**config.mk**
```make
export PLATFORM = sky130hd
export DESIGN_NAME = dmem_responder_flat
export DESIGN_NICKNAME = d
export VERILOG_FILES = /design/src/rtl/dmem_responder_pkg.sv /design/src/rtl/dmem_responder_if.sv /design/src/rtl/dmem_responder_array.sv /design/src/rtl/dmem_responder.sv /design/src/flat_wrapper.sv
export SDC_FILE = /design/constraint.sdc
export NUM_CORES = 1
export LEC_CHECK = 0
export BUFFER_PORTS_ARGS = -buffer_cell sky130_fd_sc_hd__buf_2
export CORE_UTILIZATION = 58
export DETAILED_ROUTE_END_ITERATION = 7
export PLACE_DENSITY = 0.88
export SYNTH_ARGS = -nofsm -noshare
export SYNTH_HDL_FRONTEND = slang
export SYNTH_HIERARCHICAL = 1
export SYNTH_SLANG_ARGS = --single-unit
```
**constraint.sdc**
```tcl
create_clock -name clk -period 4.85 [get_ports clk]
set_input_delay 0.485 -clock clk [delete_from_list [all_inputs] [get_ports clk]]
set_output_delay 0.485 -clock clk [all_outputs]
set_load 0.02 [all_outputs]
```
**src/rtl/dmem_responder_pkg.sv**
```systemverilog
// Shared encodings and defaults for the data-memory responder.
package dmem_pkg;
   localparam int DATA_W_DEF = 8;
   localparam int ADDR_W_DEF = 3;

   typedef enum logic [1:0] {
      IDLE = 2'd0,
      WAIT = 2'd1,
      RESP = 2'd2
   } state_e;

   typedef enum logic [1:0] {
      OP_RD  = 2'd0,
      OP_WR  = 2'd1,
      OP_BAD = 2'd2
   } op_e;

   // Both strobes or an out-of-range address make the request unserviceable.
   function automatic op_e decode_op(input logic rd, input logic wr, input logic bad_addr);
      if ((rd && wr) || bad_addr) return OP_BAD;
      else if (wr)                return OP_WR;
      else                        return OP_RD;
   endfunction
endpackage

```
**src/rtl/dmem_responder_if.sv**
```systemverilog
// Processor-side request/response bundle of the data-memory responder.
interface dmem_responder_if #(
   parameter int DATA_W = 8
);
   logic              ReadDMem;
   logic              WriteDMem;
   logic [7:0]        address;
   logic [DATA_W-1:0] writeData;
   logic [DATA_W-1:0] readData;
   logic              ready;
   logic              busy;
   logic              error;

   modport master (
      output ReadDMem, WriteDMem, address, writeData,
      input  readData, ready, busy, error
   );

   modport slave (
      input  ReadDMem, WriteDMem, address, writeData,
      output readData, ready, busy, error
   );
endinterface

```
**src/rtl/dmem_responder_array.sv**
```systemverilog
// DEPTH x DATA_W register file: one synchronous write port, one combinational read port.
module dmem_array #(
   parameter int DATA_W = 8,
   parameter int ADDR_W = 3
) (
   input  logic                              clk,
   input  logic                              rst,
   input  logic                              we_i,
   input  logic [ADDR_W-1:0]                 idx_i,
   input  logic [DATA_W-1:0]                 wdata_i,
   output logic [DATA_W-1:0]                 rdata_o,
   output logic [(2**ADDR_W)*DATA_W-1:0]     DMdata
);
   localparam int DEPTH = 2**ADDR_W;

   logic [DEPTH-1:0][DATA_W-1:0] mem_q;

   always_ff @(posedge clk) begin
      if (rst)       mem_q        <= '0;
      else if (we_i) mem_q[idx_i] <= wdata_i;
   end

   assign rdata_o = mem_q[idx_i];
   assign DMdata  = mem_q;
endmodule

```
**src/rtl/dmem_responder.sv**
```systemverilog
// Data-memory responder: IDLE/WAIT/RESP handshake with programmable wait states.
module dmem_responder
   import dmem_pkg::*;
#(
   parameter int DATA_W      = DATA_W_DEF,
   parameter int ADDR_W      = ADDR_W_DEF,
   parameter int WAIT_CYCLES = 2
) (
   input  logic                          clk,
   input  logic                          rst,
   dmem_responder_if.slave               bus,
   output logic [(2**ADDR_W)*DATA_W-1:0] DMdata
);
   state_e            state_q;
   op_e               op_q;
   logic [3:0]        cnt_q;
   logic [7:0]        addr_q;
   logic [DATA_W-1:0] wdata_q;
   logic [DATA_W-1:0] rdata_q;
   logic              ready_q, busy_q, error_q;

   logic              req, commit, we;
   logic [7:0]        addr_hi;
   op_e               in_op, c_op;
   logic [7:0]        c_addr;
   logic [DATA_W-1:0] c_wdata, rd_word;

   assign req     = bus.ReadDMem | bus.WriteDMem;
   assign addr_hi = bus.address >> ADDR_W;
   assign in_op   = decode_op(bus.ReadDMem, bus.WriteDMem, addr_hi != 8'd0);

   // With zero wait states the commit happens on the accept edge, straight from the bus.
   always_comb begin
      commit  = 1'b0;
      c_op    = op_q;
      c_addr  = addr_q;
      c_wdata = wdata_q;
      if (state_q == IDLE && req && WAIT_CYCLES == 0) begin
         commit  = 1'b1;
         c_op    = in_op;
         c_addr  = bus.address;
         c_wdata = bus.writeData;
      end else if (state_q == WAIT && cnt_q == 4'd0) begin
         commit = 1'b1;
      end
   end

   assign we = commit && (c_op == OP_WR);

   dmem_array #(.DATA_W(DATA_W), .ADDR_W(ADDR_W)) u_array (
      .clk     (clk),
      .rst     (rst),
      .we_i    (we),
      .idx_i   (c_addr[ADDR_W-1:0]),
      .wdata_i (c_wdata),
      .rdata_o (rd_word),
      .DMdata  (DMdata)
   );

   always_ff @(posedge clk) begin
      if (rst) begin
         state_q <= IDLE;
         op_q    <= OP_RD;
         cnt_q   <= 4'd0;
         addr_q  <= 8'd0;
         wdata_q <= '0;
         rdata_q <= '0;
         ready_q <= 1'b0;
         busy_q  <= 1'b0;
         error_q <= 1'b0;
      end else begin
         ready_q <= 1'b0;
         error_q <= 1'b0;
         case (state_q)
            IDLE: if (req) begin
               op_q    <= in_op;
               addr_q  <= bus.address;
               wdata_q <= bus.writeData;
               busy_q  <= 1'b1;
               if (WAIT_CYCLES == 0) state_q <= RESP;
               else begin
                  state_q <= WAIT;
                  cnt_q   <= 4'(WAIT_CYCLES - 1);
               end
            end
            WAIT: begin
               if (cnt_q == 4'd0) state_q <= RESP;
               else               cnt_q   <= cnt_q - 4'd1;
            end
            RESP: begin
               state_q <= IDLE;
               busy_q  <= 1'b0;
            end
            default: state_q <= IDLE;
         endcase
         if (commit) begin
            ready_q <= 1'b1;
            error_q <= (c_op == OP_BAD);
            if (c_op == OP_BAD)     rdata_q <= '0;
            else if (c_op == OP_RD) rdata_q <= rd_word;
         end
      end
   end

   assign bus.readData = rdata_q;
   assign bus.ready    = ready_q;
   assign bus.busy     = busy_q;
   assign bus.error    = error_q;
endmodule

```
**src/flat_wrapper.sv**
```systemverilog
// flat-port wrapper written by rule: the top's interface ports become plain ports
module dmem_responder_flat import dmem_pkg::*;
#(
   parameter int DATA_W      = DATA_W_DEF,
   parameter int ADDR_W      = ADDR_W_DEF,
   parameter int WAIT_CYCLES = 2
)
  (clk, rst, DMdata, bus_ReadDMem, bus_WriteDMem, bus_address, bus_writeData, bus_readData, bus_ready, bus_busy, bus_error);
  dmem_responder_if #(.DATA_W(DATA_W)) bus_i ();
  input  logic clk;
  input  logic rst;
  output logic [(2**ADDR_W)*DATA_W-1:0] DMdata;
  input wire logic [$bits(bus_i.ReadDMem)-1:0] bus_ReadDMem;
  input wire logic [$bits(bus_i.WriteDMem)-1:0] bus_WriteDMem;
  input wire logic [$bits(bus_i.address)-1:0] bus_address;
  input wire logic [$bits(bus_i.writeData)-1:0] bus_writeData;
  output wire logic [$bits(bus_i.readData)-1:0] bus_readData;
  output wire logic [$bits(bus_i.ready)-1:0] bus_ready;
  output wire logic [$bits(bus_i.busy)-1:0] bus_busy;
  output wire logic [$bits(bus_i.error)-1:0] bus_error;
  assign bus_i.ReadDMem = bus_ReadDMem;
  assign bus_i.WriteDMem = bus_WriteDMem;
  assign bus_i.address = bus_address;
  assign bus_i.writeData = bus_writeData;
  assign bus_readData = bus_i.readData;
  assign bus_ready = bus_i.ready;
  assign bus_busy = bus_i.busy;
  assign bus_error = bus_i.error;
  dmem_responder #(.DATA_W(DATA_W), .ADDR_W(ADDR_W), .WAIT_CYCLES(WAIT_CYCLES)) u_core (.clk(clk), .rst(rst), .bus(bus_i), .DMdata(DMdata));
endmodule
```
==> results_dict.tcl <==
set metrics [dict create \
    status "complete, no violations" \
    pin_count 95 \
    power.switching_uw 388 \
    wire_per_inst_um 17.6 \
    gp_congestion 0.897 \
    crit_fanout 13 \
    cts_tree "built" \
    finalSetupViolCount 0 \
    synth_nets 483 \
    cts_buffers 9 \
    via_count 3788 \
    yosysUniqueCellTypes 48 \
    cap_viol_max_count 0 \
    grt_max_degree 50 \
    synthTopCellsByArea "dfxtp_1 (45%), a21oi_1 (7.6%), nand2_1 (7.4%)" \
    end_kind "flop" \
    startpoint_type "flop" \
    grt_util_met3 0.0436 \
    global_route.usage.met1 0.392 \
    max_freq_mhz 317 \
    detail_route.vias_per_cell 6.08 \
    synth_top_area_share 0.448 \
    synthArstFlopShare 0 \
    clk_latency_ns 0.36 \
    core_sq_um 6910 \
    worst_clock_skew_ns 0.0123 \
    power_frac_seq 0.563 \
    intPower_mw 1.09 \
    cts_resized 0 \
    grt_first_pass_wirelength_um 16600 \
    avgSynthCellArea_sq_um 9.10 \
    synth_area_leader_cell "dfxtp_1" \
    ys.flop_type "dfxtp_1" \
    antennaDiodeCount 0 \
    power.share.switching 0.263 \
    holdBufCountCts 0 \
    chipHeight_um 87.1 \
    antenna_found_initial 0 \
    nNetsFinal 546 \
    cts_root_buf "clkbuf_8" \
    die_x_um 87.1 \
    yosysMostFrequentCell "dfxtp_1" \
    critPathRequiredTime_ns 5.06 \
    synth_enable_flop_cells 0 \
    leakagePower_nw 1.90 \
    seq_area_frac_synth 0.448 \
    cts_sinks 94 \
    worstMarginPinSlew_ns 1.21 \
    met2_usage 0.470 \
    postRouteWirelength_um 11000 \
    post-route-worst-setup-slack_ns 1.69 \
    finalHoldViolCount 0 \
    die_area_sq_um 7580 \
    postRouteAntennaNets 0 \
    post-route-drc-count 0 \
    rows 30 \
    hold_class "input port to flop" \
    drive_gt1_frac 0.264 \
    max_slew_margin 0.189 \
    syn_inst 461 \
    p_clk_frac 0.342 \
    grt-busiest-layer "met2" \
    ir_drop_v 0.000165 \
    fillCellCount 578 \
    start_util 0.608 \
    first_pass_iters 6 \
    dp_hpwl_um 7530 \
    fin_crit_ns 3.16 \
    crit_arrival_ns 3.37 \
    track_usage 0.293 \
    overflow 0 \
    yosysWarnings 6 \
    io_buffers 94 \
    path_class "flop to flop" \
    grt_pass1_vias 3238 \
    rsz0062_at_grt "no" \
    detail_route.iter0.violations 275 \
    clockBufferDepth 2 \
    pwr-share-comb 0.096 \
    synthTopCellsByCount "dfxtp_1 (94), nand2_1 (83), a21oi_1 (64)" \
    ys_ff_latch 94 \
    path_clk_slew_ns 0.08 \
    fin_crit_sh 0.651 \
    slew_violations 0 \
    syn-cell-area_sq_um 4200 \
    h-tree-depth 3 \
    powerDensity_nw_per_um2 309 \
    post-place-ws_ns 1.79 \
    cts_setup_buffers 0 \
    final.setup.tns_ns 0 \
    syn_to_final_growth_pct 13.9 \
]
-- metrics by stage --
step	utilization	hold WS (ns)	area (sq um)	power (mW)	cells
2_1_floorplan	-	0.449	4200	0.951	461
3_3_place_gp	0.665	0.451	4590	0.979	609
3_5_place_dp	0.665	0.462	4590	0.985	609
4_1_cts	0.692	0.370	4780	1.47	623
5_1_grt	0.692	0.378	4780	1.53	623
6_report	0.692	0.381	4780	1.48	623
-- sequential cells by signal, indices dropped and copies added, names as in the netlist --
register / count
u_core/bus.ready: 1
u_core/c_wdata: 8
u_core/bus.readData: 8
u_core/addr_q: 3
u_core/state_q: 2
u_core/c_op: 2
u_core/cnt_q: 4
u_core/bus.busy: 1
u_core/bus.error: 1
u_core/u_array/DMdata: 64
-- kinds of logic after synthesis --
group / synth area share
AND/OR/NAND/NOR: 0.209
AO/OA/AOI/OAI: 0.129
buffers and inverters: 0.0563
adder cells (fa/ha/maj): 0.00596
flip-flops: 0.448
multiplexers: 0.152
-- critical path: stages (launching register included) --
cell and delay (ns):
dfxtp_1 0.35, nor2_1 0.42, nand4b_1 0.25, nor3b_1 1.03, and4bb_2 0.60, mux2i_1 0.29
nor2_1 0.07
-- cell usage in the layout, fill, tap and decap left out, drive strengths merged, types with 12 or more instances in the layout --
master  instances
o21ai          23
buf            97
nand2          83
nand4b         12
mux4           12
nand3          13
mux2i          27
nor2           31
dfxtp          94
a21oi          64
-- power by group through the flow --
stage / logic [mW] / registers (mW) / clock network [mW]
6_report: 0.141 / 0.831 / 0.504
5_1_grt: 0.154 / 0.834 / 0.537
4_1_cts: 0.138 / 0.829 / 0.507
3_5_place_dp: 0.138 / 0.847 / 0
3_3_place_gp: 0.133 / 0.846 / 0
2_1_floorplan: 0.133 / 0.818 / 0
-- metal layers --
metal | routed length, um | vias to the layer above
met5 | 0 | -
met4 | 263 | 0
met3 | 922 | 25
met2 | 5200 | 201
met1 | 4570 | 1823
li1 | - | 1739
-- final timing paths --
path / startpoint / end / slack, ns / cells after the start
worst max-delay path: u_core/state_q[1] / u_core/u_array/DMdata[34] / 1.69 / 6
worst min-delay path: bus_writeData[0] / u_core/c_wdata[0] / 0.38 / 3
worst max register to register: u_core/state_q[1] / u_core/u_array/DMdata[34] / 1.69 / 6
worst min register to register: u_core/u_array/DMdata[56] / u_core/u_array/DMdata[56] / 0.47 / 2
-- final cells by class --
cell class	instances	area [sq um]	area share
Clock inverter	4	48.8	0.0102
Inverter	5	18.8	0.00393
Timing Repair Buffer	97	493	0.103
Tap cell	96	120	0.0251
Clock buffer	10	138	0.0288
Sequential cell	94	1880	0.394
Multi-Input combinational cell	317	2080	0.435
Note: power is estimated with default switching activity, not from simulation.
